File: config.mk
export PLATFORM = sky130hd
export DESIGN_NAME = trigger_ring_seq
export DESIGN_NICKNAME = d
export VERILOG_FILES = /design/src/rtl/trigger_pkg.sv /design/src/rtl/trigger_edge.sv /design/src/rtl/trigger_ring_seq.sv
export SDC_FILE = /design/constraint.sdc
export NUM_CORES = 1
export LEC_CHECK = 0
export BUFFER_PORTS_ARGS = -buffer_cell sky130_fd_sc_hd__buf_2
export CAP_MARGIN = 20
export CORE_AREA = 4 4 49 51
export CTS_BUF_LIST = sky130_fd_sc_hd__clkbuf_8
export CTS_CLUSTER_SIZE = 30
export DETAILED_ROUTE_END_ITERATION = 7
export DIE_AREA = 0 0 53 55
export PLACE_DENSITY = 0.75
export SETUP_SLACK_MARGIN = 0.5
export SYNTH_ARGS = -nofsm -noshare
export SYNTH_HDL_FRONTEND = slang
export SYNTH_SLANG_ARGS = --single-unit
File: constraint.sdc
create_clock -name i_clk -period 3.5 [get_ports i_clk]
set_input_delay 0 -clock i_clk [delete_from_list [all_inputs] [get_ports i_clk]]
set_output_delay 0 -clock i_clk [all_outputs]
set_load 0.05 [all_outputs]
File: src/rtl/trigger_pkg.sv
// Shared types and helpers for trigger-ring sequencers: FSM state encoding,
// default ring size and position-index width.
package trigger_pkg;

   typedef enum logic [1:0] {
      ST_IDLE     = 2'd0,
      ST_RUN      = 2'd1,
      ST_STOPPING = 2'd2
   } state_e;

   localparam int RING_N_DEFAULT = 8;

   // Width of a position index for an n-entry ring (never below one bit).
   function automatic int pos_width(input int n);
      return (n < 3) ? 1 : $clog2(n);
   endfunction

endpackage

File: src/rtl/trigger_edge.sv
// Single-bit rising-edge detector: o_rise is combinational from i_sig and the
// registered previous sample, so a held-high input yields one pulse.
module trigger_edge (
   input  logic i_clk,
   input  logic i_reset,
   input  logic i_sig,
   output logic o_rise
);

   logic last_q;

   always_ff @(posedge i_clk or posedge i_reset) begin
      if (i_reset) last_q <= 1'b0;
      else         last_q <= i_sig;
   end

   assign o_rise = i_sig & ~last_q;

endmodule

File: src/rtl/trigger_ring_seq.sv
// One-hot trigger ring sequencer with start/stop run control and dc-style homing.
// Optional ring integrity checker is built when TRIGGER_RING_CHECK_EN is defined.
module trigger_ring_seq
   import trigger_pkg::*;
#(
   parameter  int N    = RING_N_DEFAULT,
   parameter  int HOME = 0,
   localparam int PW   = pos_width(N)
) (
   input  logic          i_clk,
   input  logic          i_reset,
   input  logic          i_advance,
   input  logic          i_advance_gate,
   input  logic          i_dc_reset_n,
   input  logic          i_start,
   input  logic          i_stop,
   output logic [N-1:0]  o_ring,
   output logic [N-1:0]  o_nring,
   output logic [PW-1:0] o_pos,
   output logic          o_running,
   output logic          o_cycle_end,
   output logic          o_ring_err
);

   localparam logic [N-1:0]  RING_ONE  = N'(1);
   localparam logic [N-1:0]  HOME_RING = RING_ONE << HOME;
   localparam logic [PW-1:0] HOME_POS  = PW'(HOME);
   localparam logic [PW-1:0] LAST_POS  = PW'(N - 1);

   state_e        state_q;
   logic [N-1:0]  ring_q;
   logic [PW-1:0] pos_q;
   logic          cycle_end_q;

   logic          adv;
   logic          step;
   logic [PW-1:0] pos_d;
   logic [N-1:0]  ring_d;
   logic          lands_home;

   trigger_edge u_adv_edge (
      .i_clk   (i_clk),
      .i_reset (i_reset),
      .i_sig   (i_advance),
      .o_rise  (adv)
   );

   assign step       = adv & i_advance_gate & (state_q != ST_IDLE);
   assign pos_d      = (pos_q == LAST_POS) ? '0 : pos_q + PW'(1);
   assign ring_d     = {ring_q[N-2:0], ring_q[N-1]};
   assign lands_home = step & (pos_d == HOME_POS);

`ifdef TRIGGER_RING_CHECK_EN
   logic ring_err_q;
   logic ring_bad;

   // A single comparison covers both "exactly one-hot" and "o_pos agrees".
   assign ring_bad = (ring_q != (RING_ONE << pos_q));
`endif

   always_ff @(posedge i_clk or posedge i_reset) begin
      if (i_reset) begin
         state_q     <= ST_IDLE;
         ring_q      <= HOME_RING;
         pos_q       <= HOME_POS;
         cycle_end_q <= 1'b0;
`ifdef TRIGGER_RING_CHECK_EN
         ring_err_q  <= 1'b0;
`endif
      end else if (!i_dc_reset_n) begin
         state_q     <= ST_IDLE;
         ring_q      <= HOME_RING;
         pos_q       <= HOME_POS;
         cycle_end_q <= 1'b0;
`ifdef TRIGGER_RING_CHECK_EN
      end else if (ring_bad) begin
         ring_err_q  <= 1'b1;
         state_q     <= ST_IDLE;
         ring_q      <= HOME_RING;
         pos_q       <= HOME_POS;
         cycle_end_q <= 1'b0;
`endif
      end else begin
         cycle_end_q <= lands_home;
         if (step) begin
            ring_q <= ring_d;
            pos_q  <= pos_d;
         end
         case (state_q)
            ST_IDLE: begin
               ring_q <= HOME_RING;
               pos_q  <= HOME_POS;
               if (i_start && !i_stop) state_q <= ST_RUN;
            end
            ST_RUN: begin
               if (i_stop) state_q <= lands_home ? ST_IDLE : ST_STOPPING;
            end
            ST_STOPPING: begin
               // Already parked at home with nothing pending: drop out quietly.
               if (lands_home || (!step && pos_q == HOME_POS)) state_q <= ST_IDLE;
            end
            default: state_q <= ST_IDLE;
         endcase
      end
   end

   assign o_ring      = ring_q;
   assign o_nring     = ~ring_q;
   assign o_pos       = pos_q;
   assign o_running   = (state_q == ST_RUN) || (state_q == ST_STOPPING);
   assign o_cycle_end = cycle_end_q;
`ifdef TRIGGER_RING_CHECK_EN
   assign o_ring_err  = ring_err_q;
`else
   assign o_ring_err  = 1'b0;
`endif

endmodule
**Word-level counts from Yosys, hierarchy flattened**

Cells that the tools add are included.

- Multipliers: 0
- Shift operators: 0
- Magnitude comparators: 0
- Bitwise gates (word level): 6
- Equality and inequality tests: 7
- Divide/modulo/power cells: 0
- Add/sub/neg operators: 1
- Reductions and logical operators: 11
- Multiplexer cells: 14

Operators by type and width:

| kind | number |
|---|---|
| 2-to-1 mux 8 bit | 3 |
| 2-to-1 mux 3 bit | 4 |
| 2-to-1 mux 2 bit | 5 |
| != test 3 bit (second input constant) | 3 |
| inverter 8 bit | 1 |
| zero test 3 bit | 2 |
| case mux 2 bit (3 select lines) | 1 |
| AND 1 bit | 4 |
| adder 3 x 1 -> 3 bit (second input constant) | 1 |
| equality test 3 bit (second input constant) | 1 |
| != test 3 x 1 -> 1 bit (second input constant) | 1 |
| AND reduction 3 bit | 1 |
| equality test 2 x 1 -> 1 bit (second input constant) | 1 |
| equality test 2 bit (second input constant) | 1 |
| logical AND 1 bit | 2 |
| zero test 1 bit | 2 |
| zero test 2 bit | 1 |
| logical OR 1 bit | 2 |
| nonzero test 2 bit | 1 |
| 2-to-1 mux 1 bit | 1 |
| inverter 1 bit | 1 |

- Flip-flop bits (word level): 15
- Logic and storage cells: 44
- Input bits: 7
- RAM bits: 0
- Latch bits: 0
- Output and inout port bits: 22
- ROM bits: 0
- Memories: 0

**Depth between registers and ports, before layout**

Gate-level depths: netlist (run 1).

- Depth in word-level cells: 10
- Depth in mapped cells: 6
- Mapped depth without buffers: 6

**Cells and area by module**

Synthesis (run 1) repeated with hierarchy kept, for this count alone.

- Cell total of the unflattened synthesis: 80
- Area, all modules: 795.8 µm²

By module, submodules not included:

| module | cells an instance | times used | sequential area each (µm²) | area an instance (µm²) |
|---|---|---|---|---|
| trigger_ring_seq | 77 | 1 | 351.6 | 753.2 |
| trigger_edge | 3 | 1 | 25.0 | 42.5 |

**Worst setup path after synthesis (run 1)**

No wires, ideal clock.

- Path kind: register -> register
- From: reg pos_q[0], in the netlist o_pos[0]
- To: reg state_q[0]
- Library setup time: 129 ps
- Cell stages (with the launch flop): 7
- Data required time: 3371 ps
- Period minus slack after synthesis: 1948 ps
- Arrival: 1819 ps
- Path buffers: 0
- Slack: 1552 ps
- Cells stage by stage: dfrtp_1 > inv_1 > ha_1 > nand2b_1 > a211oi_4 > o221ai_2 > mux2i_1

- Word-level cells in the longest chain between the ends: 7
- Elaborated cells between the ends (all ways): 10
- Those cells by class: add/sub: 1; eq/ne: 2; mux: 1; bitwise: 1; reduce/logical: 5

Ends and longest elaborated chain:

| what | RTL line | text |
|---|---|---|
| start, declared | trigger_ring_seq.sv:32 | `logic [PW-1:0] pos_q;` |
| start signal, assigned | trigger_ring_seq.sv:87 | `pos_q <= pos_d;` |
| adder 3 x 1 -> 3 bit / equality test 3 bit (equally long branches) | trigger_ring_seq.sv:49 | `assign pos_d = (pos_q == LAST_POS) ? '0 : pos_q + PW'(1);` |
| 2-to-1 mux 3 bit | trigger_ring_seq.sv:49 |  |
| zero test 3 bit | trigger_ring_seq.sv:51 | `assign lands_home = step & (pos_d == HOME_POS);` |
| AND 1 bit | trigger_ring_seq.sv:51 |  |
| logical OR 1 bit (*) | trigger_ring_seq.sv:100 | `if (lands_home \|\| (!step && pos_q == HOME_POS)) state_q <= ST_IDLE;` |
| != test 3 bit (no source line) (*) | n/a |  |
| AND reduction 3 bit (no source line) (*) | n/a |  |
| end signal, assigned | trigger_ring_seq.sv:96 | `if (i_stop) state_q <= lands_home ? ST_IDLE : ST_STOPPING;` |
| end, declared | trigger_ring_seq.sv:30 | `state_e state_q;` |

Mark *: on every way between the ends. The rest lies on a longest branch, timed or not.
A chain may end at the register's enable or synchronous reset.

**Worst setup path in the final report (run 1)**

- From: reg state_q[0]
- To: reg state_q[0]

- Word-level cells in the longest chain between the ends: 7
- Elaborated cells between the ends (all ways): 15
- Those cells by class: eq/ne: 5; mux: 2; bitwise: 2; reduce/logical: 6

Ends and longest elaborated chain:

| what | RTL line | text |
|---|---|---|
| nonzero test 2 bit | trigger_ring_seq.sv:48 | `assign step = adv & i_advance_gate & (state_q != ST_IDLE);` |
| AND 1 bit | trigger_ring_seq.sv:48 |  |
| zero test 1 bit | trigger_ring_seq.sv:100 |  |
| logical AND 1 bit | trigger_ring_seq.sv:100 |  |
| logical OR 1 bit | trigger_ring_seq.sv:100 |  |
| != test 3 bit (no source line) | n/a |  |
| AND reduction 3 bit (no source line) | n/a |  |

Several ways; a longest one is shown, not always the timed one.

==> impl_metrics.tcl, run 1 <==
set metrics [dict create \
    path_max_fanout 13 \
    post-synth-top-area-cell "sky130_fd_sc_hd__dfrtp_1" \
    initial_core_util_pct 44.4 \
    final_common_cell "sky130_fd_sc_hd__buf_2" \
    dp.cells 140 \
    portBuffers 27 \
    cts_tree "done" \
    hp-start "i_dc_reset_n" \
    timing.final.crit_share_pct 56.8 \
    stdcell_count 146 \
    worst_setup_path_class "flip-flop to flip-flop" \
    max-slew-margin-rel_pct 61.4 \
    post_synth.cell_area_avg_sq_um 9.47 \
    grt_max_degree 16 \
    power_frac_comb_pct 32.0 \
    startpoint_type "flip-flop" \
    rsz0062_at_grt "false" \
    synth_async_sr_flop_share_pct 100 \
    synth_sequential_area_ratio_pct 43.7 \
    clkPwrFrac_pct 28.9 \
    route.detailed.wl_per_inst_um 12.8 \
    ff2ff_path_depth 6 \
    dp_hpwl_um 1390 \
    num_io_pins 29 \
    drv_slew 0 \
    final_number_of_hold_violating_endpoints 0 \
    post_synth_main_area_contributors "sky130_fd_sc_hd__dfrtp_1, sky130_fd_sc_hd__ha_1, sky130_fd_sc_hd__inv_1, sky130_fd_sc_hd__o21a_1, sky130_fd_sc_hd__nor3_1" \
    synth_edf_count 0 \
    chipHeight_um 55 \
    clock_sinks 15 \
    yosysUniqueCellTypes 26 \
    drt_pre_antenna_iters 4 \
    floorplan.die_area_sq_um 2920 \
    regToRegSetupSlack_ns 1.51 \
    first_iter_violations 11 \
    grt_first_pass_wirelength_um 3140 \
    cp_data_arrival_time_ns 2.16 \
    p_seq_share_pct 39.1 \
    gp_congestion 0.846 \
    drc 0 \
    core.rowCount 16 \
    grtUsageTotal_pct 14.7 \
    crit-reg2reg-launch "state_q[0]" \
    final_util_pct 55.2 \
    pwr_density_cell_nw_per_um2 452 \
    clock_tree.htree_level_count 1 \
    yosysTopAreaCellShare_pct 40.6 \
    netlist_instances 91 \
    worstPathRequired_ns 3.67 \
    synth_warnings 0 \
    buffer_depth_of_the_longest_clock_path 2 \
    core_region_area_sq_um 1940 \
    post_synth_instance_area_sq_um 862 \
    chipWidth_um 53 \
    grt_pass1_vias 697 \
    period_needed_ns 1.99 \
    vias 697 \
    worstSkewPairLatency_ns 0.25 \
    filler_cell_count 188 \
    setup-tns-final_ns 0 \
    grt_overflow 0 \
    net-switching-power_uw 171 \
    number_of_antenna_violations_at_the_first_check_in_global_routing 0 \
    syn_to_final_growth_pct 24.2 \
    primary_ff_master_synth "sky130_fd_sc_hd__dfrtp_1" \
    holdWs_ns 0.110 \
    setup_viol_count_final 0 \
    net_count_reported_at_finish 133 \
    final_cell_mix "sky130_fd_sc_hd__buf_2, sky130_fd_sc_hd__inv_1, sky130_fd_sc_hd__dfrtp_1" \
    cts-buffers-inserted 3 \
    leakage_uw 0.000520 \
    total_power_of_the_final_layout_uw 484 \
    diodes 0 \
    final.setup_skew_ns 0.00422 \
    flops_latches_synth 15 \
    timing_worst_slew_pin_value_ns 0.578 \
    cp-end-kind "flip-flop" \
    clkTransAtPathRegs_ns 0.06 \
    reg2reg_to "state_q[0]" \
    cts_root_buf "sky130_fd_sc_hd__clkbuf_8" \
    worst_ir_drop_vdd_uv 228 \
    outcome "completed" \
    achievable_freq_mhz 503 \
    antenna_left 0 \
    viasPerCell 4.77 \
    min_path_cells 2 \
    share_of_layout_cells_above_drive_strength_1_pct 30.3 \
    max_cap_violations 0 \
    p_int_uw 313 \
    worstHoldEndpoint "o_ring[7]" \
    timing.hold.worst.class "input port to flip-flop" \
    routed_wirelength_um 1870 \
    synth.net_count 104 \
    switching_share_of_power_pct 35.4 \
]
## worst max-delay path: stages, from the launching register on
cell and delay, ns:
sky130_fd_sc_hd__dfrtp_1 0.37, sky130_fd_sc_hd__inv_1 0.07, sky130_fd_sc_hd__ha_1 0.34, sky130_fd_sc_hd__and4bb_1 0.56, sky130_fd_sc_hd__o21ai_1 0.14, sky130_fd_sc_hd__o221ai_2 0.21, sky130_fd_sc_hd__mux2i_1 0.22
## cell families after synthesis
| family | synth area share [%] |
|---|---|
| flip-flops | 43.7 |
| multiplexers | 2.32 |
| AND/OR/NAND/NOR | 20.6 |
| other | 0.435 |
| adder cells (fa/ha/maj) | 8.71 |
| AO/OA/AOI/OAI | 14.4 |
| buffers and inverters | 9.87 |
## power groups by stage
| stage | Sequential, uW | Combinational [uW] | Clock (uW) |
|---|---|---|---|
| finish | 189 | 155 | 140 |
| global route | 191 | 170 | 149 |
| CTS | 189 | 155 | 141 |
| detailed placement | 193 | 152 | 0 |
| global placement | 192 | 149 | 0 |
| floorplan | 197 | 122 | 0 |
## final cells by class
cell class              count  area (sq um)  share of cell area [%]
well taps                  27          33.8                    3.15
clock buffers               3          41.3                    3.86
clock inverters             1          3.75                   0.350
multi-input cells          55           400                    37.4
repair buffers             29           155                    14.5
inverters                  16          60.1                    5.61
flip-flops and latches     15           377                    35.2
## state kept, by name, summed over array words and instances, names as in the netlist
signal and cells:
o_ring 8, o_pos 3, state_q 2, o_cycle_end 1, u_adv_edge.last_q 1
## cell usage after synthesis, types with 2 or more instances
library cell,instances
sky130_fd_sc_hd__o21a_1,7
sky130_fd_sc_hd__nand2_1,7
sky130_fd_sc_hd__inv_2,2
sky130_fd_sc_hd__ha_1,6
sky130_fd_sc_hd__nand2b_1,3
sky130_fd_sc_hd__mux2i_1,2
sky130_fd_sc_hd__clkbuf_1,2
sky130_fd_sc_hd__nor3_1,8
sky130_fd_sc_hd__nor2_1,7
sky130_fd_sc_hd__nand3b_1,2
sky130_fd_sc_hd__inv_1,14
sky130_fd_sc_hd__buf_2,2
sky130_fd_sc_hd__a21oi_1,2
sky130_fd_sc_hd__o21ai_1,2
sky130_fd_sc_hd__dfrtp_1,14
## metrics by stage
stage	area [sq um]	worst slack [ns]
floorplan	862	1.55
global placement	1010	1.65
detailed placement	1010	1.54
CTS	1070	1.51
global route	1070	1.29
finish	1070	1.51
## worst max path at each step
stage	from	endpoint	slack, ns	depth (start not counted)
after detailed placement	state_q[0]	state_q[0]	1.54	6
after CTS	state_q[0]	state_q[0]	1.51	6
after global routing	state_q[0]	state_q[1]	1.29	6
after floorplan	o_pos[0]	state_q[0]	1.55	6
after global placement	state_q[0]	state_q[1]	1.65	6
final	state_q[0]	state_q[0]	1.51	6
## layer usage
metal / vias up / wire length (um) / GRT usage [%]
li1: 344 / - / -
met1: 324 / 901 / 19.9
met2: 27 / 815 / 22.1
met3: 2 / 139 / 4.83
met4: 0 / 9 / 5.11
met5: - / 0 / 0
## timing repair
action,CTS,global route
buffers inserted,0,0
gates resized for setup,0,0
hold buffers,2,0
hold endpoints to repair,15,0
Power figures use the tool's default switching activity.
==> run 2: changes to the inputs <==
--- a/config.mk
+++ b/config.mk
@@ -12,7 +12,7 @@
 export CTS_CLUSTER_SIZE = 30
 export DETAILED_ROUTE_END_ITERATION = 7
 export DIE_AREA = 0 0 53 55
-export PLACE_DENSITY = 0.75
+export PLACE_DENSITY = 0.77
 export SETUP_SLACK_MARGIN = 0.5
 export SYNTH_ARGS = -nofsm -noshare
 export SYNTH_HDL_FRONTEND = slang
==> constraint.sdc (replaced) <==
create_clock -name i_clk -period 1.8 [get_ports i_clk]
set_input_delay 0 -clock i_clk [delete_from_list [all_inputs] [get_ports i_clk]]
set_output_delay 0 -clock i_clk [all_outputs]
set_load 0.05 [all_outputs]
==> impl_metrics.tcl, run 2 (same netlist as run 1, synthesis figures left out) <==
set metrics [dict create \
    outcome "completed" \
    largest_register_ffs 8 \
    timing.hold.worst.class "input port to flip-flop" \
    worstPathRequired_ns 1.93 \
    slowest_delay_ns 0.45 \
    dpl_worst_slack_ns 0.139 \
    cts_tree "done" \
    viasPerCell 4.87 \
    core.rowCount 16 \
    final.setup_skew_ns 0.00359 \
    floorplan.die_area_sq_um 2920 \
    final_common_cell "sky130_fd_sc_hd__buf_2" \
    leakage_uw 0.000558 \
    grtUsageTotal_pct 15.6 \
    routed_wirelength_um 2070 \
    timing_worst_slew_pin_value_ns 0.573 \
    clkPwrFrac_pct 25.8 \
    syn_to_final_growth_pct 45.6 \
    hp-start "i_dc_reset_n" \
    drc 0 \
    grt_max_degree 16 \
    switching_share_of_power_pct 35.0 \
    ff2ff_path_depth 6 \
    portBuffers 27 \
    initial_core_util_pct 44.4 \
    max_cap_violations 0 \
    rsz0062_at_grt "true" \
    number_of_antenna_violations_at_the_first_check_in_global_routing 0 \
    grt_pass1_vias 711 \
    route.detailed.wl_per_inst_um 13.2 \
    gp_congestion 0.792 \
    drv_slew 0 \
    drt_pre_antenna_iters 4 \
    antenna_left 0 \
    critical_path_cell_by_cell "inv_2 > ha_4 > nand2b_4 > a211oi_4 > o221ai_2 > mux2i_1" \
    diodes 0 \
    cts-buffers-inserted 3 \
    num_io_pins 29 \
    startpoint_type "flip-flop" \
    setup_viol_count_final 0 \
    cp_data_arrival_time_ns 1.69 \
    net_count_reported_at_finish 143 \
    max-slew-margin-rel_pct 61.8 \
    net-switching-power_uw 369 \
    total_power_of_the_final_layout_uw 1060 \
    core_region_area_sq_um 1940 \
    first_iter_violations 7 \
    final_number_of_hold_violating_endpoints 0 \
    finish.instance_area_sq_um 1250 \
    p_int_uw 687 \
    dp.cells 142 \
    clock_sinks 15 \
    worstSkewPairLatency_ns 0.25 \
    placement.cell_area_sq_um 1080 \
    path_max_fanout 5 \
    worst_ir_drop_vdd_uv 544 \
    vias 759 \
    p_seq_share_pct 35.0 \
    grt_first_pass_wirelength_um 3240 \
    filler_cell_count 177 \
    worstHoldEndpoint "o_ring[7]" \
    grt_overflow 0 \
    stdcell_count 156 \
    share_of_layout_cells_above_drive_strength_1_pct 56.6 \
    worst_setup_path_class "flip-flop to flip-flop" \
    setup-tns-final_ns 0 \
    min_path_cells 2 \
    buffer_depth_of_the_longest_clock_path 2 \
    regToRegSetupSlack_ns 0.24 \
    timing.final.crit_share_pct 86.5 \
    clock_tree.htree_level_count 1 \
    crit-reg2reg-launch "o_pos[0]" \
    dp_hpwl_um 1420 \
    pwr_density_cell_nw_per_um2 842 \
    achievable_freq_mhz 642 \
    cts_root_buf "sky130_fd_sc_hd__clkbuf_8" \
    cpMaxStageDelayCell "sky130_fd_sc_hd__dfrtp_2" \
    chipWidth_um 53 \
    power_frac_comb_pct 39.2 \
    worst_slack_ns 0.243 \
    chipHeight_um 55 \
    clkTransAtPathRegs_ns 0.06 \
    period_needed_ns 1.56 \
    cp-end-kind "flip-flop" \
    reg2reg_to "state_q[0]" \
]
-- run 2: area by class of cell --
cell class	count	area, sq um	area share (%)
Tap cell	27	33.8	2.69
Timing Repair Buffer	39	241	19.2
Multi-Input combinational cell	55	469	37.4
Clock inverter	1	5.00	0.399
Sequential cell	15	385	30.7
Clock buffer	3	41.3	3.29
Inverter	16	78.8	6.28
-- run 2: power groups by stage --
stage | clock (uW) | combinational [uW] | sequential, uW
2_1_floorplan | 0 | 251 | 387
3_5_place_dp | 0 | 312 | 377
3_3_place_gp | 0 | 307 | 375
6_report | 273 | 414 | 370
4_1_cts | 281 | 394 | 369
5_1_grt | 299 | 444 | 371
-- run 2: routing by layer --
metal  vias to the layer above  part of all wire [%]  track usage [%]
met3                         4                   7.8             2.95
met4                         0                   1.3             7.66
met1                       354                    44             19.8
met5                         -                     0                0
li1                        371                     -                -
met2                        30                    47             25.4
-- run 2: timing repair --
item	4_1_cts	5_1_grt
hold buffers	2	0
resized for setup	6	6
pin swaps	2	1
buffers inserted	5	2
setup endpoints to repair	14	14
gates cloned	0	1
endpoints found under the hold margin	15	0
-- run 2: how the worst max path moves through the flow --
stage	end	startpoint	slack, ns
6_report	state_q[0]	o_pos[0]	0.24
3_3_place_gp	state_q[1]	state_q[1]	0.23
2_1_floorplan	state_q[0]	o_pos[0]	0.17
5_1_grt	state_q[1]	o_pos[0]	0.18
3_5_place_dp	state_q[1]	state_q[1]	0.14
4_1_cts	state_q[1]	o_pos[0]	0.23
-- run 2: worst max-delay path, delay by kind of cell (launching register included) --
family                   cells  cell delay, ns
AO/OA/AOI/OAI                2            0.43
adder cells (fa/ha/maj)      1            0.19
buffers and inverters        1            0.09
flip-flops                   1            0.45
multiplexers                 1            0.14
AND/OR/NAND/NOR              1            0.14
-- run 2: through the flow --
stage	hold slack (ns)	utilization [%]
finish	0.0982	64.6
global route	0.106	64.6
CTS	0.0956	62.7
detailed placement	0.0993	55.8
global placement	0.0830	55.8
floorplan	-0.0997	-
==> run 3: changes to the inputs <==
--- a/config.mk
+++ b/config.mk
@@ -7,12 +7,13 @@
 export LEC_CHECK = 0
 export BUFFER_PORTS_ARGS = -buffer_cell sky130_fd_sc_hd__buf_2
 export CAP_MARGIN = 20
-export CORE_AREA = 4 4 49 51
+export CORE_AREA = 4 4 52 54
 export CTS_BUF_LIST = sky130_fd_sc_hd__clkbuf_8
 export CTS_CLUSTER_SIZE = 30
 export DETAILED_ROUTE_END_ITERATION = 7
-export DIE_AREA = 0 0 53 55
-export PLACE_DENSITY = 0.77
+export DIE_AREA = 0 0 56 58
+export GPL_TIMING_DRIVEN = 0
+export PLACE_DENSITY = 0.7
 export SETUP_SLACK_MARGIN = 0.5
 export SYNTH_ARGS = -nofsm -noshare
 export SYNTH_HDL_FRONTEND = slang
==> impl_metrics.tcl, run 3 (same netlist as run 1, synthesis figures left out) <==
set metrics [dict create \
    net_count_reported_at_finish 148 \
    min_path_cells 3 \
    clock_sinks 15 \
    initial_core_util_pct 39.0 \
    diodes 0 \
    path_max_fanout 4 \
    regToRegSetupSlack_ns 0.24 \
    gp_congestion 0.811 \
    pwr_density_cell_nw_per_um2 824 \
    route.detailed.wl_per_inst_um 13.2 \
    timing.hold.worst.class "input port to flip-flop" \
    worst_ir_drop_vdd_uv 499 \
    floorplan.die_area_sq_um 3250 \
    max_cap_violations 0 \
    core.rowCount 17 \
    chipHeight_um 58 \
    final.setup_skew_ns 0.00579 \
    grt_max_degree 16 \
    timing_worst_slew_pin_value_ns 0.591 \
    total_power_of_the_final_layout_uw 1070 \
    period_needed_ns 1.56 \
    vias 791 \
    setup_viol_count_final 0 \
    number_of_antenna_violations_at_the_first_check_in_global_routing 0 \
    antenna_left 0 \
    startpoint_type "flip-flop" \
    cts_root_buf "sky130_fd_sc_hd__clkbuf_8" \
    achievable_freq_mhz 639 \
    worstHoldEndpoint "state_q[1]" \
    highest-signal-layer "met4" \
    first_iter_violations 8 \
    core_region_area_sq_um 2210 \
    num_io_pins 29 \
    dpl_worst_slack_ns 0.169 \
    crit-reg2reg-launch "o_pos[0]" \
    worstSkewPairLatency_ns 0.25 \
    reg2reg_to "state_q[0]" \
    ff2ff_path_depth 6 \
    buffer_depth_of_the_longest_clock_path 2 \
    clock_tree.htree_level_count 1 \
    worst_setup_path_class "flip-flop to flip-flop" \
    filler_cell_count 214 \
    worstPathRequired_ns 1.93 \
    viasPerCell 4.88 \
    drv_slew 0 \
    final_common_cell "sky130_fd_sc_hd__buf_2" \
    detailroute.wirelength.met2_um 1040 \
    cts_tree "done" \
    grtUsageTotal_pct 14.1 \
    grt_first_pass_wirelength_um 3560 \
    multiInputGateArea_sq_um 477 \
    cp-end-kind "flip-flop" \
    dp_hpwl_um 1480 \
    cp_data_arrival_time_ns 1.69 \
    drt_pre_antenna_iters 4 \
    final_cell_mix "sky130_fd_sc_hd__buf_2, sky130_fd_sc_hd__buf_4" \
    hp-start "i_dc_reset_n" \
    setup-tns-final_ns 0 \
    max-slew-margin-rel_pct 60.5 \
    rsz0062_at_grt "true" \
    cts-buffers-inserted 3 \
    routed_wirelength_um 2150 \
    share_of_layout_cells_above_drive_strength_1_pct 59.0 \
    chipWidth_um 56 \
    final-seq-area_sq_um 385 \
    syn_to_final_growth_pct 50.4 \
    leakage_uw 0.000577 \
    grt_overflow 0 \
    final_number_of_hold_violating_endpoints 0 \
    portBuffers 27 \
    placement.cell_area_sq_um 1100 \
    largest_register_ffs 8 \
    outcome "completed" \
    grt_pass1_vias 792 \
    drc 0 \
    clkTransAtPathRegs_ns 0.07 \
    finish.instance_area_sq_um 1300 \
    met1Wirelength_um 954 \
    worst_slack_ns 0.235 \
    met3RoutedLength_um 113 \
    timing.final.crit_share_pct 86.9 \
]
-- run 3: changes by cell type in the layout (fill, tap and decap cells not counted) --
cell,previous run,this run
sky130_fd_sc_hd__buf_2,27,28
sky130_fd_sc_hd__and2_4,1,0
sky130_fd_sc_hd__buf_6,3,4
sky130_fd_sc_hd__nand2_2,0,2
sky130_fd_sc_hd__clkbuf_1,0,1
sky130_fd_sc_hd__nor3_1,7,6
sky130_fd_sc_hd__clkbuf_2,0,1
sky130_fd_sc_hd__nand2_1,7,5
sky130_fd_sc_hd__nor3_2,1,2
sky130_fd_sc_hd__and2_1,0,1
sky130_fd_sc_hd__buf_4,7,8
-- run 3: power breakdown --
part / internal, uW / switching, uW / leakage (uW) / total (uW)
Clock: 153 / 127 / 0.0000255 / 280
Sequential: 356 / 13.3 / 0.000191 / 369
Combinational: 176 / 243 / 0.000360 / 419
-- run 3: critical path, stage by stage (launching register included) --
cell                       delay, ns
sky130_fd_sc_hd__dfrtp_2        0.44
sky130_fd_sc_hd__inv_2          0.09
sky130_fd_sc_hd__ha_4           0.20
sky130_fd_sc_hd__nand2b_4       0.14
sky130_fd_sc_hd__a211oi_4       0.25
sky130_fd_sc_hd__o221ai_2       0.18
sky130_fd_sc_hd__mux2i_1        0.14
-- run 3: per-layer routing --
metal	track usage, %	up-vias
li1	-	383
met1	16.6	380
met2	23.9	23
met3	4.01	5
met4	6.10	0
met5	0	-
-- run 3: layout make-up --
cell class                 instances  share of cell area [%]
clock buffer                       3                    3.19
tap                               28                    2.70
clock inverter                     1                   0.386
timing repair buffer              39                    18.1
buffer                             5                    2.99
multi-input combinational         55                    36.8
inverter                          16                    6.08
sequential                        15                    29.7
-- run 3: worst max path at each step --
stage               start    endpoint  cells past startpoint
2_1_floorplan    o_pos[0]  state_q[0]                      6
4_1_cts          o_pos[0]  state_q[1]                      6
5_1_grt          o_pos[0]  state_q[0]                      6
3_3_place_gp   state_q[1]  state_q[1]                      6
6_report         o_pos[0]  state_q[0]                      6
3_5_place_dp   state_q[1]  state_q[1]                      6
-- run 3: through the flow --
stage / cells / hold WS, ns / utilization [%]
after global routing: 162 / 0.0454 / 58.6
after global placement: 146 / 0.0816 / 49.9
after CTS: 159 / 0.0356 / 56.6
after floorplan: 91 / -0.0997 / -
after detailed placement: 146 / 0.0982 / 49.9
final: 162 / 0.0372 / 58.6
-- run 3: what timing repair did --
action | CTS | global route
resized for setup | 9 | 6
setup endpoints to repair | 14 | 14
gates cloned | 2 | 0
pin swaps | 5 | 6
hold buffers | 2 | 0
buffers inserted | 5 | 3
endpoints found under the hold margin | 15 | 0
